==> src/rtl/axi4lite_arb_pkg.sv <==
// Shared types and helpers for the AXI4-Lite arbiter.
// Holds the FSM state encodings, the AXI4-Lite response codes and a
// lowest-set-bit helper used by the grant arbiter (supports up to 8 masters).
package axi4lite_arb_pkg;

    typedef enum logic [1:0] {
        WR_IDLE = 2'd0,
        WR_ADDR = 2'd1,
        WR_RESP = 2'd2
    } wr_state_t;

    typedef enum logic [1:0] {
        RD_IDLE = 2'd0,
        RD_ADDR = 2'd1,
        RD_RESP = 2'd2
    } rd_state_t;

    typedef enum logic [1:0] {
        OKAY   = 2'b00,
        SLVERR = 2'b10
    } axi_resp_t;

    // Index of the lowest set bit; 0 when the vector is empty.
    function automatic logic [2:0] first_set(input logic [7:0] v);
        logic [2:0] idx;
        idx = 3'd0;
        for (int i = 7; i >= 0; i--) begin
            if (v[i]) idx = 3'(i);
        end
        return idx;
    endfunction

endpackage

==> src/rtl/axi4lite_arb_core.sv <==
// Registered grant arbiter: one instance serves the write FSM, one the read FSM.
// Grant is captured only while grant_en is high and some request is present.
// Build option AXI4LITE_ARB_RR_EN: round-robin starting after the last winner;
// without it, fixed priority with the lowest index winning.
module axi4lite_arb_core
    import axi4lite_arb_pkg::*;
#(
    parameter int NUM_M       = 2,
    parameter int GRANT_WIDTH = $clog2(NUM_M)
) (
    input  logic                   clk,
    input  logic                   rst_n,
    input  logic [NUM_M-1:0]       req,
    input  logic                   grant_en,
    output logic [NUM_M-1:0]       grant_oh,
    output logic [GRANT_WIDTH-1:0] grant_idx
);

    logic [7:0]             req_ext;
    logic [2:0]             pick;
    logic                   grant_fire;
    logic [NUM_M-1:0]       grant_oh_d;
    logic [NUM_M-1:0]       grant_oh_q;
    logic [GRANT_WIDTH-1:0] grant_idx_d;
    logic [GRANT_WIDTH-1:0] grant_idx_q;

    assign req_ext    = 8'(req);
    assign grant_fire = grant_en & (|req);

`ifdef AXI4LITE_ARB_RR_EN
    logic [GRANT_WIDTH-1:0] last_d;
    logic [GRANT_WIDTH-1:0] last_q;
    logic [7:0]             above_last;
    logic [7:0]             req_hi;

    // Requests above the last winner take precedence, otherwise wrap to the lowest index.
    always_comb begin
        above_last = '0;
        for (int i = 0; i < 8; i++) begin
            above_last[i] = (i > int'(last_q));
        end
        req_hi = req_ext & above_last;
        if (|req_hi) pick = first_set(req_hi);
        else         pick = first_set(req_ext);
        last_d = grant_fire ? GRANT_WIDTH'(pick) : last_q;
    end

    // Pointer remembers the most recent winner; reset points at the top master so index 0 goes first.
    always_ff @(posedge clk or negedge rst_n) begin
        if (!rst_n) last_q <= GRANT_WIDTH'(NUM_M - 1);
        else        last_q <= last_d;
    end
`else
    // Fixed priority: lowest requesting index wins.
    always_comb pick = first_set(req_ext);
`endif

    // Next grant: capture the pick on a fire, otherwise hold.
    always_comb begin
        grant_idx_d = grant_idx_q;
        grant_oh_d  = grant_oh_q;
        if (grant_fire) begin
            grant_idx_d = GRANT_WIDTH'(pick);
            for (int i = 0; i < NUM_M; i++) begin
                grant_oh_d[i] = (pick == 3'(i));
            end
        end
    end

    // Grant registers; the grant is never combinational from the request.
    always_ff @(posedge clk or negedge rst_n) begin
        if (!rst_n) begin
            grant_idx_q <= '0;
            grant_oh_q  <= NUM_M'(1);
        end else begin
            grant_idx_q <= grant_idx_d;
            grant_oh_q  <= grant_oh_d;
        end
    end

    assign grant_oh  = grant_oh_q;
    assign grant_idx = grant_idx_q;

endmodule

==> src/rtl/axi4lite_arbiter.sv <==
// AXI4-Lite N:1 arbiter. Write and read channels each own an FSM and a
// grant arbiter and keep one transaction in flight. The grant is held from
// address phase to response handshake; non-granted masters see no READY/VALID.
// Build option AXI4LITE_ARB_RR_EN selects round-robin instead of fixed priority.
//
// state   | meaning
// --------+----------------------------------------------------------
// WR_IDLE | no write owner; a pending AW or W registers a grant
// WR_ADDR | granted master's AW/W forwarded until both handshakes done
// WR_RESP | slave B routed to granted master until B handshake
// RD_IDLE | no read owner; a pending AR registers a grant
// RD_ADDR | granted master's AR forwarded until the AR handshake
// RD_RESP | slave R routed to granted master until R handshake
module axi4lite_arbiter
    import axi4lite_arb_pkg::*;
#(
    parameter int NUM_M      = 2,
    parameter int ADDR_WIDTH = 32,
    parameter int DATA_WIDTH = 32,
    parameter int STRB_WIDTH = 4
) (
    input  logic                        ACLK,
    input  logic                        ARESETn,
    // master-facing ports
    input  logic [NUM_M-1:0]            S_AWVALID,
    output logic [NUM_M-1:0]            S_AWREADY,
    input  logic [NUM_M*ADDR_WIDTH-1:0] S_AWADDR,
    input  logic [NUM_M*3-1:0]          S_AWPROT,
    input  logic [NUM_M-1:0]            S_WVALID,
    output logic [NUM_M-1:0]            S_WREADY,
    input  logic [NUM_M*DATA_WIDTH-1:0] S_WDATA,
    input  logic [NUM_M*STRB_WIDTH-1:0] S_WSTRB,
    output logic [NUM_M-1:0]            S_BVALID,
    input  logic [NUM_M-1:0]            S_BREADY,
    output logic [NUM_M*2-1:0]          S_BRESP,
    input  logic [NUM_M-1:0]            S_ARVALID,
    output logic [NUM_M-1:0]            S_ARREADY,
    input  logic [NUM_M*ADDR_WIDTH-1:0] S_ARADDR,
    input  logic [NUM_M*3-1:0]          S_ARPROT,
    output logic [NUM_M-1:0]            S_RVALID,
    input  logic [NUM_M-1:0]            S_RREADY,
    output logic [NUM_M*DATA_WIDTH-1:0] S_RDATA,
    output logic [NUM_M*2-1:0]          S_RRESP,
    // slave-facing port
    output logic                        M_AWVALID,
    input  logic                        M_AWREADY,
    output logic [ADDR_WIDTH-1:0]       M_AWADDR,
    output logic [2:0]                  M_AWPROT,
    output logic                        M_WVALID,
    input  logic                        M_WREADY,
    output logic [DATA_WIDTH-1:0]       M_WDATA,
    output logic [STRB_WIDTH-1:0]       M_WSTRB,
    input  logic                        M_BVALID,
    output logic                        M_BREADY,
    input  logic [1:0]                  M_BRESP,
    output logic                        M_ARVALID,
    input  logic                        M_ARREADY,
    output logic [ADDR_WIDTH-1:0]       M_ARADDR,
    output logic [2:0]                  M_ARPROT,
    input  logic                        M_RVALID,
    output logic                        M_RREADY,
    input  logic [DATA_WIDTH-1:0]       M_RDATA,
    input  logic [1:0]                  M_RRESP
);

    localparam int GRANT_WIDTH = $clog2(NUM_M);

    wr_state_t              wr_state_d, wr_state_q;
    rd_state_t              rd_state_d, rd_state_q;
    logic                   aw_done_d, aw_done_q;
    logic                   w_done_d, w_done_q;

    logic [NUM_M-1:0]       wr_req, rd_req;
    logic [NUM_M-1:0]       wr_oh, rd_oh;
    logic [GRANT_WIDTH-1:0] wr_idx, rd_idx;
    logic                   aw_hs, w_hs, b_hs, ar_hs, r_hs;

    // W may arrive before AW, so either valid counts as a write request.
    assign wr_req = S_AWVALID | S_WVALID;
    assign rd_req = S_ARVALID;

    axi4lite_arb_core #(
        .NUM_M       (NUM_M),
        .GRANT_WIDTH (GRANT_WIDTH)
    ) u_wr_arb (
        .clk       (ACLK),
        .rst_n     (ARESETn),
        .req       (wr_req),
        .grant_en  (wr_state_q == WR_IDLE),
        .grant_oh  (wr_oh),
        .grant_idx (wr_idx)
    );

    axi4lite_arb_core #(
        .NUM_M       (NUM_M),
        .GRANT_WIDTH (GRANT_WIDTH)
    ) u_rd_arb (
        .clk       (ACLK),
        .rst_n     (ARESETn),
        .req       (rd_req),
        .grant_en  (rd_state_q == RD_IDLE),
        .grant_oh  (rd_oh),
        .grant_idx (rd_idx)
    );

    // Write channel routing: only the granted master is connected, and only in its phase.
    always_comb begin
        M_AWVALID = 1'b0;
        M_AWADDR  = '0;
        M_AWPROT  = '0;
        M_WVALID  = 1'b0;
        M_WDATA   = '0;
        M_WSTRB   = '0;
        M_BREADY  = 1'b0;
        S_AWREADY = '0;
        S_WREADY  = '0;
        S_BVALID  = '0;
        S_BRESP   = '0;
        for (int i = 0; i < NUM_M; i++) begin
            if (wr_state_q == WR_ADDR && wr_idx == GRANT_WIDTH'(i)) begin
                M_AWADDR = S_AWADDR[i*ADDR_WIDTH +: ADDR_WIDTH];
                M_AWPROT = S_AWPROT[i*3 +: 3];
                M_WDATA  = S_WDATA[i*DATA_WIDTH +: DATA_WIDTH];
                M_WSTRB  = S_WSTRB[i*STRB_WIDTH +: STRB_WIDTH];
            end
            // Once a channel has handshaken it is masked so it cannot accept twice.
            if (wr_state_q == WR_ADDR && wr_oh[i]) begin
                M_AWVALID    = S_AWVALID[i] & ~aw_done_q;
                M_WVALID     = S_WVALID[i] & ~w_done_q;
                S_AWREADY[i] = M_AWREADY & ~aw_done_q;
                S_WREADY[i]  = M_WREADY & ~w_done_q;
            end
            if (wr_state_q == WR_RESP && wr_oh[i]) begin
                S_BVALID[i]      = M_BVALID;
                S_BRESP[i*2 +: 2] = M_BRESP;
                M_BREADY         = S_BREADY[i];
            end
        end
    end

    // Read channel routing, same scheme as the write side.
    always_comb begin
        M_ARVALID = 1'b0;
        M_ARADDR  = '0;
        M_ARPROT  = '0;
        M_RREADY  = 1'b0;
        S_ARREADY = '0;
        S_RVALID  = '0;
        S_RDATA   = '0;
        S_RRESP   = '0;
        for (int i = 0; i < NUM_M; i++) begin
            if (rd_state_q == RD_ADDR && rd_idx == GRANT_WIDTH'(i)) begin
                M_ARADDR = S_ARADDR[i*ADDR_WIDTH +: ADDR_WIDTH];
                M_ARPROT = S_ARPROT[i*3 +: 3];
            end
            if (rd_state_q == RD_ADDR && rd_oh[i]) begin
                M_ARVALID    = S_ARVALID[i];
                S_ARREADY[i] = M_ARREADY;
            end
            if (rd_state_q == RD_RESP && rd_idx == GRANT_WIDTH'(i)) begin
                S_RDATA[i*DATA_WIDTH +: DATA_WIDTH] = M_RDATA;
                S_RRESP[i*2 +: 2]                   = M_RRESP;
            end
            if (rd_state_q == RD_RESP && rd_oh[i]) begin
                S_RVALID[i] = M_RVALID;
                M_RREADY    = S_RREADY[i];
            end
        end
    end

    assign aw_hs = M_AWVALID & M_AWREADY;
    assign w_hs  = M_WVALID & M_WREADY;
    assign b_hs  = M_BVALID & M_BREADY;
    assign ar_hs = M_ARVALID & M_ARREADY;
    assign r_hs  = M_RVALID & M_RREADY;

    // Write FSM: AW and W complete in either order before the response phase.
    always_comb begin
        wr_state_d = wr_state_q;
        aw_done_d  = aw_done_q;
        w_done_d   = w_done_q;
        case (wr_state_q)
            WR_IDLE: begin
                if (|wr_req) wr_state_d = WR_ADDR;
            end
            WR_ADDR: begin
                if (aw_hs) aw_done_d = 1'b1;
                if (w_hs)  w_done_d  = 1'b1;
                if ((aw_done_q | aw_hs) && (w_done_q | w_hs)) wr_state_d = WR_RESP;
            end
            WR_RESP: begin
                if (b_hs) begin
                    wr_state_d = WR_IDLE;
                    aw_done_d  = 1'b0;
                    w_done_d   = 1'b0;
                end
            end
            default: begin
                wr_state_d = WR_IDLE;
                aw_done_d  = 1'b0;
                w_done_d   = 1'b0;
            end
        endcase
    end

    // Read FSM: one AR then one R per grant.
    always_comb begin
        rd_state_d = rd_state_q;
        case (rd_state_q)
            RD_IDLE: if (|rd_req) rd_state_d = RD_ADDR;
            RD_ADDR: if (ar_hs)   rd_state_d = RD_RESP;
            RD_RESP: if (r_hs)    rd_state_d = RD_IDLE;
            default:              rd_state_d = RD_IDLE;
        endcase
    end

    // State registers; reset abandons any half-completed transfer.
    always_ff @(posedge ACLK or negedge ARESETn) begin
        if (!ARESETn) begin
            wr_state_q <= WR_IDLE;
            rd_state_q <= RD_IDLE;
            aw_done_q  <= 1'b0;
            w_done_q   <= 1'b0;
        end else begin
            wr_state_q <= wr_state_d;
            rd_state_q <= rd_state_d;
            aw_done_q  <= aw_done_d;
            w_done_q   <= w_done_d;
        end
    end

endmodule
==> config.mk <==
export PLATFORM = sky130hd
export DESIGN_NAME = axi4lite_arbiter
export DESIGN_NICKNAME = d
export VERILOG_FILES = /design/src/rtl/axi4lite_arb_pkg.sv /design/src/rtl/axi4lite_arb_core.sv /design/src/rtl/axi4lite_arbiter.sv
export SDC_FILE = /design/constraint.sdc
export NUM_CORES = 1
export LEC_CHECK = 0
export CORE_AREA = 8 8 171 173
export CTS_CLUSTER_DIAMETER = 30
export CTS_CLUSTER_SIZE = 12
export DETAILED_ROUTE_END_ITERATION = 16
export DIE_AREA = 0 0 179 181
export PLACE_DENSITY = 0.47
export REMOVE_ABC_BUFFERS = 1
export SYNTH_ARGS = -nofsm -noshare
export SYNTH_HDL_FRONTEND = slang
export SYNTH_SLANG_ARGS = --single-unit
==> constraint.sdc <==
create_clock -name ACLK -period 1.8 [get_ports ACLK]
set_clock_uncertainty 0.2 [all_clocks]
set_input_delay 0.36 -clock ACLK [delete_from_list [all_inputs] [get_ports ACLK]]
set_output_delay 0.36 -clock ACLK [all_outputs]
set_load 0.03 [all_outputs]
# == Yosys cells after proc, flatten, opt, wreduce, memory -nomap -nowiden ==
# Index checks and enable logic that the tools add are counted.
# word_totals
in_bits,265
wordCells,123
out_inout_bits,193
ff_bits,12
# classes
n_reduce_logical,25
muxes,55
eq_ne,14
bitwise,21
# ops
operator,count
32-bit two-way mux,8
1-bit two-way mux,25
2-bit two-way mux,10
3-bit two-way mux,6
1-bit logical AND,15
2-bit inequality test (second input constant),7
1-bit bitwise AND,13
2-bit one-hot mux with 3 select lines,2
3-bit AND reduction,4
4-bit two-way mux,2
3-bit by 1-bit equality test with 1-bit output (second input constant),2
3-bit logical NOT,2
1-bit one-hot mux with 3 select lines,2
1-bit inverter,5
2-bit by 1-bit equality test with 1-bit output (second input constant),2
2-bit equality test (second input constant),2
2-bit logical NOT,2
2-bit OR reduction,2
2-bit by 1-bit inequality test with 1-bit output (second input constant),1
1-bit bitwise OR,2
2-bit bitwise OR,1

# == Depth between registers and ports, before layout ==
# logic_depth
word_depth,9
depth_mapped,6
ltp_nobuf,4

# == Hierarchy ==
# A second synthesis with hierarchy kept.
# hier_totals
hier_cells,399
area_unflattened_um2,2772.7
# modules_own_cells
module,seq_area_each_um2,area_per_inst_um2,n_inst,cells_per_inst
axi4lite_arbiter,150.1,2610.0,1,385
axi4lite_arb_core,51.3,81.3,2,7

# == Worst setup path after synthesis ==
# No wires, ideal clock.
# synth_timing
kind,reg-to-output
from,register wr_state_q[1]
to,output port M_AWVALID
path_stages_with_launch,6
required_ns,1.240
arrival_time_ns,1.586
path_slack_ns,-0.346
path_cell_list,dfrtp_1 -> buf_2 -> nand2b_1 -> buf_2 -> buf_6 -> nor3_1
# synth_via
elab_chain_cells,4
# synth_rtl
element,line_no,text
start: declaration,axi4lite_arbiter.sv:68,"wr_state_t wr_state_d, wr_state_q;"
start signal: assignment,axi4lite_arbiter.sv:225,wr_state_q <= wr_state_d;
2-bit by 1-bit equality test with 1-bit output (*),axi4lite_arbiter.sv:127,if (wr_state_q == WR_ADDR && wr_oh[i]) begin
1-bit logical AND,axi4lite_arbiter.sv:127,
1-bit two-way mux,axi4lite_arbiter.sv:127,
1-bit two-way mux (*),axi4lite_arbiter.sv:127,
end: declaration,axi4lite_arbiter.sv:45,"output logic M_AWVALID,"
# Every way passes the cells marked *; elsewhere a longest branch is shown, timed or not.

==> flow_summary.toml <==
[status]
status = "finished with violations"
violations = "setup timing"

[clocking]
clockBufferDepth = 2
cts_tree = "yes"
cts.reportedPaths.clkPinSlew_ps = 40
cts_sinks = 10
cts_root_buffer = "clkbuf_16"
ctsHoldBuffers = 0
cts_buffers = 3
clock_latency_ps = 240
h-tree-depth = 1

[cells_and_area]
utilization_pct = 37.4
mostFrequentLayoutCells = "clkdlybuf4s50_1 (262), buf_6 (124), buf_4 (77), and2_4 (70), buf_12 (63)"
seqCellArea_sq_um = 259
fin_nets = 1148
final_cells = 1224
num-fill-cells = 2703
multi_input_area_sq_um = 2790
area_growth_pct = 272
drive_above_1_share_pct = 50.7
layout_commonest_cell = "clkdlybuf4s50_1"

[placement]
hpwl_um = 21900
portBuffers = 457
place.gp.congestion = 0.753
numPlacedInstances = 1186

[routing]
routed-via-count = 4841
drtIter0Drc = 83
routed_wl_um = 27200
postRouteAntennaNets = 0
wl_per_cell_um = 22.2
drcViolationCount = 0
drt-pass1-iter-count = 4
via_per_inst = 3.96

[synthesis]
synthArstFlopShare_pct = 100
synthAdderAreaFrac_pct = 0
synthDistinctLibCells = 36
synth_edf_count = 0
synth_seq_area_share_pct = 9.50
synth_xor_xnor_area_share_pct = 0
synth_ff_type = "dfrtp_1"
ys.warnings.count = 0
avgSynthCellArea_sq_um = 7.33
synth_top_family_by_area = "simple AND/OR/NAND/NOR gates"
syn_inst = 363
synth_area_sq_um = 2660
ys_ff_latch = 10
synth-simple-area-share_pct = 37.1
synth_compound_area_share_pct = 17.7
muxShareOfSynthArea_pct = 26.7

[die]
die_area_sq_um = 32400
initial_core_util_pct = 10.0
io_pins = 458
die_w_um = 179
rows = 60
dieHeight_um = 181
design.core.area_sq_um = 26500

[critical_path]
crit_chain = "buf_12 > buf_4 > nand2_2 > a21oi_1 > buf_4 > buf_12"
cp-end-kind = "primary output"
crit_start = "u_wr_arb.grant_idx$_DFFE_PN0P_"
r2r_start = "u_wr_arb.grant_idx$_DFFE_PN0P_"
cpMaxStageDelayCell = "dfrtp_4"
crit_end = "M_BREADY"
arrival_ps = 1540
required_ps = 1240
regToRegEndpoint = "wr_state_q[0]$_DFFE_PN0P_"
cp_max_fo = 13
slowest_delay_ps = 520
crit_type = "flip-flop to primary output"
cp-start-kind = "flip-flop"
rr_worst_depth = 7
r2r_setup_slack_ps = -60

[flow_run]
maxCapViolCount = 0

[grt]
grt_usage_pct = 14.9
antenna_found_initial = 4
grt_max_degree = 36
grt_remaining_overflow = 0
grt_pass1_wl_um = 35800
grt_pass1_vias = 5230

[sta]
rsz0062_at_grt = "true"
fmax_ghz = 0.477
drv_slew = 0
worst_slew_pin_slew_ps = 490
finalSetupViolations = 196
hold_viol = 0
layout_min_cycle_time_ps = 2100
finalCritPeriodShare_pct = 117
slew_headroom_pct = 67.2
setup_tns_ps = -46170
fin_ws_ps = -298

[power_and_ir_drop]
p_leak_nw = 4.34
powerDensity_nw_per_um2 = 1520
p_total_w = 0.0151
irDropWorstVdd_v = 0.000960

[hold_path]
hp-class = "input port to async pin"
[power by group]
group	internal, W	total (W)	switching (W)
registers	0.000368	0.000568	0.000200
logic	0.00719	0.0141	0.00686
clock network	0.000334	0.000437	0.000103
total	0.00789	0.0151	0.00716
[state kept, by name (all words and copies together), names as in the netlist]
register,flops
u_rd_arb.grant_idx,1
u_wr_arb.grant_oh,1
aw_done_q,1
w_done_q,1
u_wr_arb.grant_idx,1
rd_state_q,2
u_rd_arb.grant_oh,1
wr_state_q,2
[layer usage]
metal | global-route usage (%) | wire length (um)
met5 | 0 | 48
met4 | 2.71 | 563
met3 | 7.21 | 3390
met2 | 29.5 | 14700
met1 | 13.1 | 8440
[synth_stat cells (4+ instances only)]
library cell  instances  share of area, %
dfrtp_1               8               7.5
nor2_1               78                11
mux2i_1              71                27
a21oi_1               7               1.3
buf_4                 6               1.7
and2_1               70                16
nor3_1                4              0.75
buf_2                14               2.6
a22o_1               36                12
and3_1               10               2.4
nand2_1               9               1.3
buf_6                 7               3.0
[logic make-up (layout without fill, tap and decap cells)]
group | after synthesis | count (layout)
mux | 71 | 71
buf+inv | 36 | 555
simple gates | 188 | 188
other cells | 0 | 1
flops | 10 | 10
compound gates | 58 | 58
[critical path: cells and delay by family, from the launching register on]
family	cells	cell delay, ps
AO/OA/AOI/OAI	1	70
flip-flops	1	520
AND/OR/NAND/NOR	1	90
buffers and inverters	4	600
[worst min-delay path by stage]
stage                                     from                     to  slack [ps]
after floorplan                        ARESETn  aw_done_q$_DFFE_PN0P_        -140
after global placement    w_done_q$_DFFE_PN0P_   w_done_q$_DFFE_PN0P_         350
after detailed placement  w_done_q$_DFFE_PN0P_   w_done_q$_DFFE_PN0P_         340
after CTS                              ARESETn   w_done_q$_DFFE_PN0P_         280
after global routing                   ARESETn   w_done_q$_DFFE_PN0P_         300
final                                  ARESETn   w_done_q$_DFFE_PN0P_         260
[layout make-up]
class	instances	share of cell area, %
sequential	10	2.61
multi-input combinational	317	28.2
inverter	3	0.139
tap	341	4.31
timing repair buffer	548	63.8
antenna	1	0.0253
clock buffer	4	0.897
[through the flow]
step | instance area, sq um | hold WS, ps | setup WS (ps)
global route | 9900 | 296 | -355
finish | 9900 | 255 | -298
CTS | 9010 | 279 | -296
global placement | 8110 | 351 | -228
detailed placement | 8110 | 344 | -272
floorplan | 2430 | -136 | -2440
[timing repair]
item | in CTS | in global routing
setup buffers | 5 | 14
endpoints found under the setup margin | 196 | 195
pin swaps | 11 | 46
cloned | 7 | 12
gates resized for setup | 150 | 171
Note: power is estimated with default switching activity, not from simulation.
